[src/rtl/spike_rate_decoder.sv]
// rtl/spike_rate_decoder.sv - windowed spike counter with first-spike latency and a valid/ready result register
module spike_rate_decoder #(
  parameter int WINDOW = 16,
  parameter int CNT_W  = 8,
  parameter int LAT_W  = 5
) (
  input  logic             clk,
  input  logic             rst,
  input  logic             en,
  input  logic             spike_in,
  input  logic             rate_ready,
  output logic             rate_valid,
  output logic [CNT_W-1:0] rate_count,
  output logic [LAT_W-1:0] first_lat,
  output logic             overrun,
  output logic             busy
);

  localparam int IDX_W = (WINDOW > 2) ? $clog2(WINDOW) : 1;
  localparam logic [0:0] ST_IDLE  = 1'b0;
  localparam logic [0:0] ST_COUNT = 1'b1;
  localparam logic [CNT_W-1:0] CNT_MAX  = {CNT_W{1'b1}};
  localparam logic [IDX_W-1:0] IDX_LAST = IDX_W'(WINDOW - 1);

  logic [0:0]       state_q, state_d;
  logic [IDX_W-1:0] idx_q, idx_d;
  logic [CNT_W-1:0] cnt_q, cnt_d;
  logic [LAT_W-1:0] lat_q, lat_d;
  logic             seen_q, seen_d;
  logic             valid_q, valid_d;
  logic [CNT_W-1:0] rcnt_q, rcnt_d;
  logic [LAT_W-1:0] rlat_q, rlat_d;
  logic             ovr_q, ovr_d;

  logic [CNT_W-1:0] win_cnt;
  logic [LAT_W-1:0] win_lat;
  logic             win_seen;
  logic             win_end;
  logic             take;

  always_comb begin
    state_d = state_q;
    idx_d   = idx_q;
    cnt_d   = cnt_q;
    lat_d   = lat_q;
    seen_d  = seen_q;
    valid_d = valid_q;
    rcnt_d  = rcnt_q;
    rlat_d  = rlat_q;
    ovr_d   = ovr_q;
    win_end = 1'b0;
    take    = valid_q & rate_ready;

    // Window accumulators including the current cycle's spike
    win_cnt  = (spike_in && cnt_q != CNT_MAX) ? cnt_q + CNT_W'(1) : cnt_q;
    win_lat  = (spike_in && !seen_q) ? LAT_W'(idx_q) : lat_q;
    win_seen = seen_q | spike_in;

    case (state_q)
      ST_IDLE: begin
        if (en) begin
          state_d = ST_COUNT;
          idx_d   = '0;
          cnt_d   = '0;
          lat_d   = '0;
          seen_d  = 1'b0;
        end
      end
      default: begin
        if (!en) begin
          state_d = ST_IDLE;
          idx_d   = '0;
          cnt_d   = '0;
          lat_d   = '0;
          seen_d  = 1'b0;
        end else if (idx_q == IDX_LAST) begin
          win_end = 1'b1;
          idx_d   = '0;
          cnt_d   = '0;
          lat_d   = '0;
          seen_d  = 1'b0;
        end else begin
          idx_d  = idx_q + IDX_W'(1);
          cnt_d  = win_cnt;
          lat_d  = win_lat;
          seen_d = win_seen;
        end
      end
    endcase

    // A full register that is not being drained drops the new result
    if (win_end) begin
      if (!valid_q || take) begin
        valid_d = 1'b1;
        rcnt_d  = win_cnt;
        rlat_d  = win_seen ? win_lat : {LAT_W{1'b1}};
        ovr_d   = 1'b0;
      end else begin
        ovr_d = 1'b1;
      end
    end else if (take) begin
      valid_d = 1'b0;
      ovr_d   = 1'b0;
    end
  end

  always_ff @(posedge clk) begin
    if (rst) begin
      state_q <= ST_IDLE;
      idx_q   <= '0;
      cnt_q   <= '0;
      lat_q   <= '0;
      seen_q  <= 1'b0;
      valid_q <= 1'b0;
      rcnt_q  <= '0;
      rlat_q  <= '0;
      ovr_q   <= 1'b0;
    end else begin
      state_q <= state_d;
      idx_q   <= idx_d;
      cnt_q   <= cnt_d;
      lat_q   <= lat_d;
      seen_q  <= seen_d;
      valid_q <= valid_d;
      rcnt_q  <= rcnt_d;
      rlat_q  <= rlat_d;
      ovr_q   <= ovr_d;
    end
  end

  assign rate_valid = valid_q;
  assign rate_count = rcnt_q;
  assign first_lat  = rlat_q;
  assign overrun    = ovr_q;
  assign busy       = (state_q == ST_COUNT);

endmodule
[config.mk]
export PLATFORM = sky130hd
export DESIGN_NAME = spike_rate_decoder
export DESIGN_NICKNAME = d
export VERILOG_FILES = /design/src/rtl/spike_rate_decoder.sv
export SDC_FILE = /design/constraint.sdc
export NUM_CORES = 1
export LEC_CHECK = 0
export ABC_AREA = 1
export BUFFER_PORTS_ARGS = -buffer_cell sky130_fd_sc_hd__buf_2
export CORE_MARGIN = 2
export CORE_UTILIZATION = 40
export CTS_CLUSTER_SIZE = 20
export DETAILED_ROUTE_END_ITERATION = 7
export GPL_TIMING_DRIVEN = 0
export MAX_ROUTING_LAYER = met4
export PLACE_DENSITY = 0.58
export SYNTH_ARGS = -nofsm -noshare
export SYNTH_HDL_FRONTEND = slang
export SYNTH_SLANG_ARGS = --single-unit
export TNS_END_PERCENT = 5
[constraint.sdc]
create_clock -name clk -period 1.45 [get_ports clk]
set_input_delay 0.145 -clock clk [delete_from_list [all_inputs] [get_ports clk]]
set_output_delay 0.145 -clock clk [all_outputs]
set_load 0.05 [all_outputs]
==> impl_metrics.yaml <==
drt:
  vias: 1430
  ant_nets: 0
  drt_iter0_drc: 62
  drt-total-wl_um: 3530
  firstDrtPassIters: 4
  drc: 0
  viasPerCell: 4.83
  wl_per_cell_um: 11.9
timing:
  whs_ns: 0.0833
  fin_worst_skew_ns: 0.00263
  relSlewSlack_pct: 65.0
  tightest_slew_ns: 0.524
  setup_viol: 0
  slew_violations: 0
  max_freq_mhz: 742
  min_period_over_period_pct: 93.0
  fin_crit_ns: 1.35
  hold_viol_final: 0
final_layout:
  post-route-util_pct: 50.6
  drive_gt1_share_pct: 23.0
  diodes: 0
  syn2layout_area_growth_pct: 19.5
  fin_nets: 255
  n_fill_cell: 403
synth:
  synthAdderAreaFrac_pct: 1.59
  synthXorXnorAreaFrac_pct: 0
  synth-edff-count: 0
  synth_top_family_by_area: "simple AND/OR/NAND/NOR gates"
  synth-seq-cells: 34
  synthMuxAreaShare_pct: 0
  synth_compound_area_share_pct: 13.6
  synthFlopType: "dfxtp_1"
  avgSynthCellArea_um2: 7.08
  synthArstFlopShare_pct: 0
  ys.warnings.count: 0
  yosysUniqueCellTypes: 24
  synthCells: 222
  ys_seq_area_share_pct: 43.3
  synthSimpleGateAreaFrac_pct: 32.0
  syn_nets: 229
  synth_area_um2: 1570
global_routing:
  grt-ovfl-total: 0
  grt_first_pass_wirelength_um: 6000
  grt_max_degree: 11
  track_usage_pct: 18.5
  antenna_found_initial: 0
  grt_pass1_vias: 1347
clock_network:
  h-tree-depth: 2
  root_buffer: "clkbuf_8"
  cts_buffers: 5
  cts_sinks: 34
  post-cts-setup-buffers: 0
  clk_pin_slew_ns: 0.07
  cts_hold_buffers: 0
  clock_latency_ns: 0.28
  cts_buffer_depth: 2
  cts_tree: "yes"
floorplan:
  dieHeight_um: 66.7
  core_um2: 3720
  dieArea_um2: 4450
  ios: 21
  rows: 22
  start_util_pct: 42.3
  fp.dieW_um: 66.7
critical_path:
  critPathArrivalTime_ns: 1.52
  endpoint_kind: "flop"
  critPathBufInv: 2
  cp_top_family: "simple AND/OR/NAND/NOR gates"
  critPathMaxStageDelay_ns: 0.38
  path_cells: "ha_4 > nand3_4 > nor2_4 > nand2_2 > nand2_2 > inv_2 > buf_6 > nand2_1 > nand2_1"
  start_kind: "flop"
  crit_slowest_cell: "dfxtp_2"
  worstSetupPathType: "flop to flop"
  cp_max_fo: 10
  cp.required_ns: 1.62
run_status:
  status: "completed"
worst_hold_path:
  min_path_type: "primary input to flop"
power_and_ir_drop:
  cellPowerDensity_nw_per_um2: 910
  p_leak_nw: 0.822
  irDropWorstVdd_v: 0.000653
place:
  hpwl_um: 2450
  routabilityCongestion: 0.864
  port_buffers: 19
run:
  cap_violations: 0
-- timing repair --
action                                  4_1_cts  5_1_grt
endpoints found under the setup margin       10       25
pin swaps                                     0        2
gates resized for setup                       3       18
-- per-layer routing --
metal  up-vias  share of wire, %  track usage, %
li1        769                 -               -
met1       635                51            22.8
met2        22                44            29.0
met3         4               3.8            5.07
met4         0               1.3            6.89
met5         -                 0               -
-- registers in the layout, summed over array words and instances (netlist names) --
register	flops
cnt_q	8
first_lat	5
idx_q	4
rate_count	8
rate_valid	1
busy	1
overrun	1
seen_q	1
lat_q	5
-- worst paths after layout --
| check | start | end | slack, ns | cells past startpoint |
|---|---|---|---|---|
| hold / removal | en | busy$_SDFF_PP0_ | 0.08 | 3 |
| setup reg to reg | idx_q[1]$_SDFFE_PP0P_ | first_lat[1]$_SDFFE_PP0P_ | 0.10 | 9 |
| setup / recovery | idx_q[1]$_SDFFE_PP0P_ | first_lat[1]$_SDFFE_PP0P_ | 0.10 | 9 |
| hold reg to reg | lat_q[4]$_SDFFE_PP0P_ | lat_q[4]$_SDFFE_PP0P_ | 0.44 | 2 |
-- cell usage after synthesis, types with 2 or more instances --
master | number | area, µm²
inv_2 | 2 | 7.51
nand2_1 | 62 | 233
nand3_2 | 2 | 20.0
ha_1 | 2 | 25.0
nand3_1 | 23 | 115
buf_6 | 3 | 33.8
dfxtp_1 | 34 | 681
nand2_2 | 2 | 12.5
inv_1 | 21 | 78.8
nand4_1 | 4 | 25.0
buf_2 | 3 | 15.0
o21ai_0 | 10 | 50.1
nor2_2 | 3 | 18.8
nor2_1 | 18 | 67.6
a21oi_1 | 24 | 120
-- layout make-up --
type                            instances  area (µm²)  share of cell area [%]
Buffer                                  8        63.8                    3.40
Clock buffer                            7        76.3                    4.06
Inverter                               24        90.1                    4.79
Multi-Input combinational cell        156         800                    42.5
Sequential cell                        34         694                    37.0
Tap cell                               48        60.1                    3.20
Timing Repair Buffer                   19        95.1                    5.06
-- placed cells by master, fill, tap and decap left out, types with 4 or more instances in the layout --
| master | count |
|---|---|
| inv_1 | 20 |
| a21oi_1 | 24 |
| dfxtp_1 | 29 |
| clkbuf_8 | 5 |
| buf_2 | 22 |
| nand2_1 | 59 |
| nor2_1 | 17 |
| nand4_1 | 4 |
| nand3_1 | 21 |
| nand2_2 | 5 |
| o21ai_0 | 10 |
-- cells by family (layout without fill, tap and decap cells) --
| group | Yosys count | count (layout) |
|---|---|---|
| compound gates | 39 | 39 |
| fa+ha+maj | 2 | 2 |
| buf+inv | 32 | 58 |
| flops | 34 | 34 |
| simple gates | 115 | 115 |
-- where the power goes --
group	internal, mW	switching, mW	total, mW
Combinational	0.0307	0.0752	0.106
Sequential	0.937	0.00775	0.945
Clock	0.330	0.328	0.659
Total	1.30	0.411	1.71
-- worst min-delay path: cells and delay by family --
kind	cells	cell delay (ns)
buffers and inverters	2	0.17
AND/OR/NAND/NOR	1	0.03
-- through the flow --
stage	instance area [µm²]	setup TNS [ns]	total power [mW]	setup slack, ns	std cells
after floorplan	1570	0	1.04	0.0986	222
after global placement	1730	-0.0636	1.07	-0.0137	289
after detailed placement	1730	-0.0898	1.07	-0.0196	289
after CTS	1810	0	1.72	0.0217	296
after global routing	1880	-0.0356	1.79	-0.0127	296
final	1880	0	1.71	0.102	296
No activity file was read; power rests on OpenSTA's default activity.
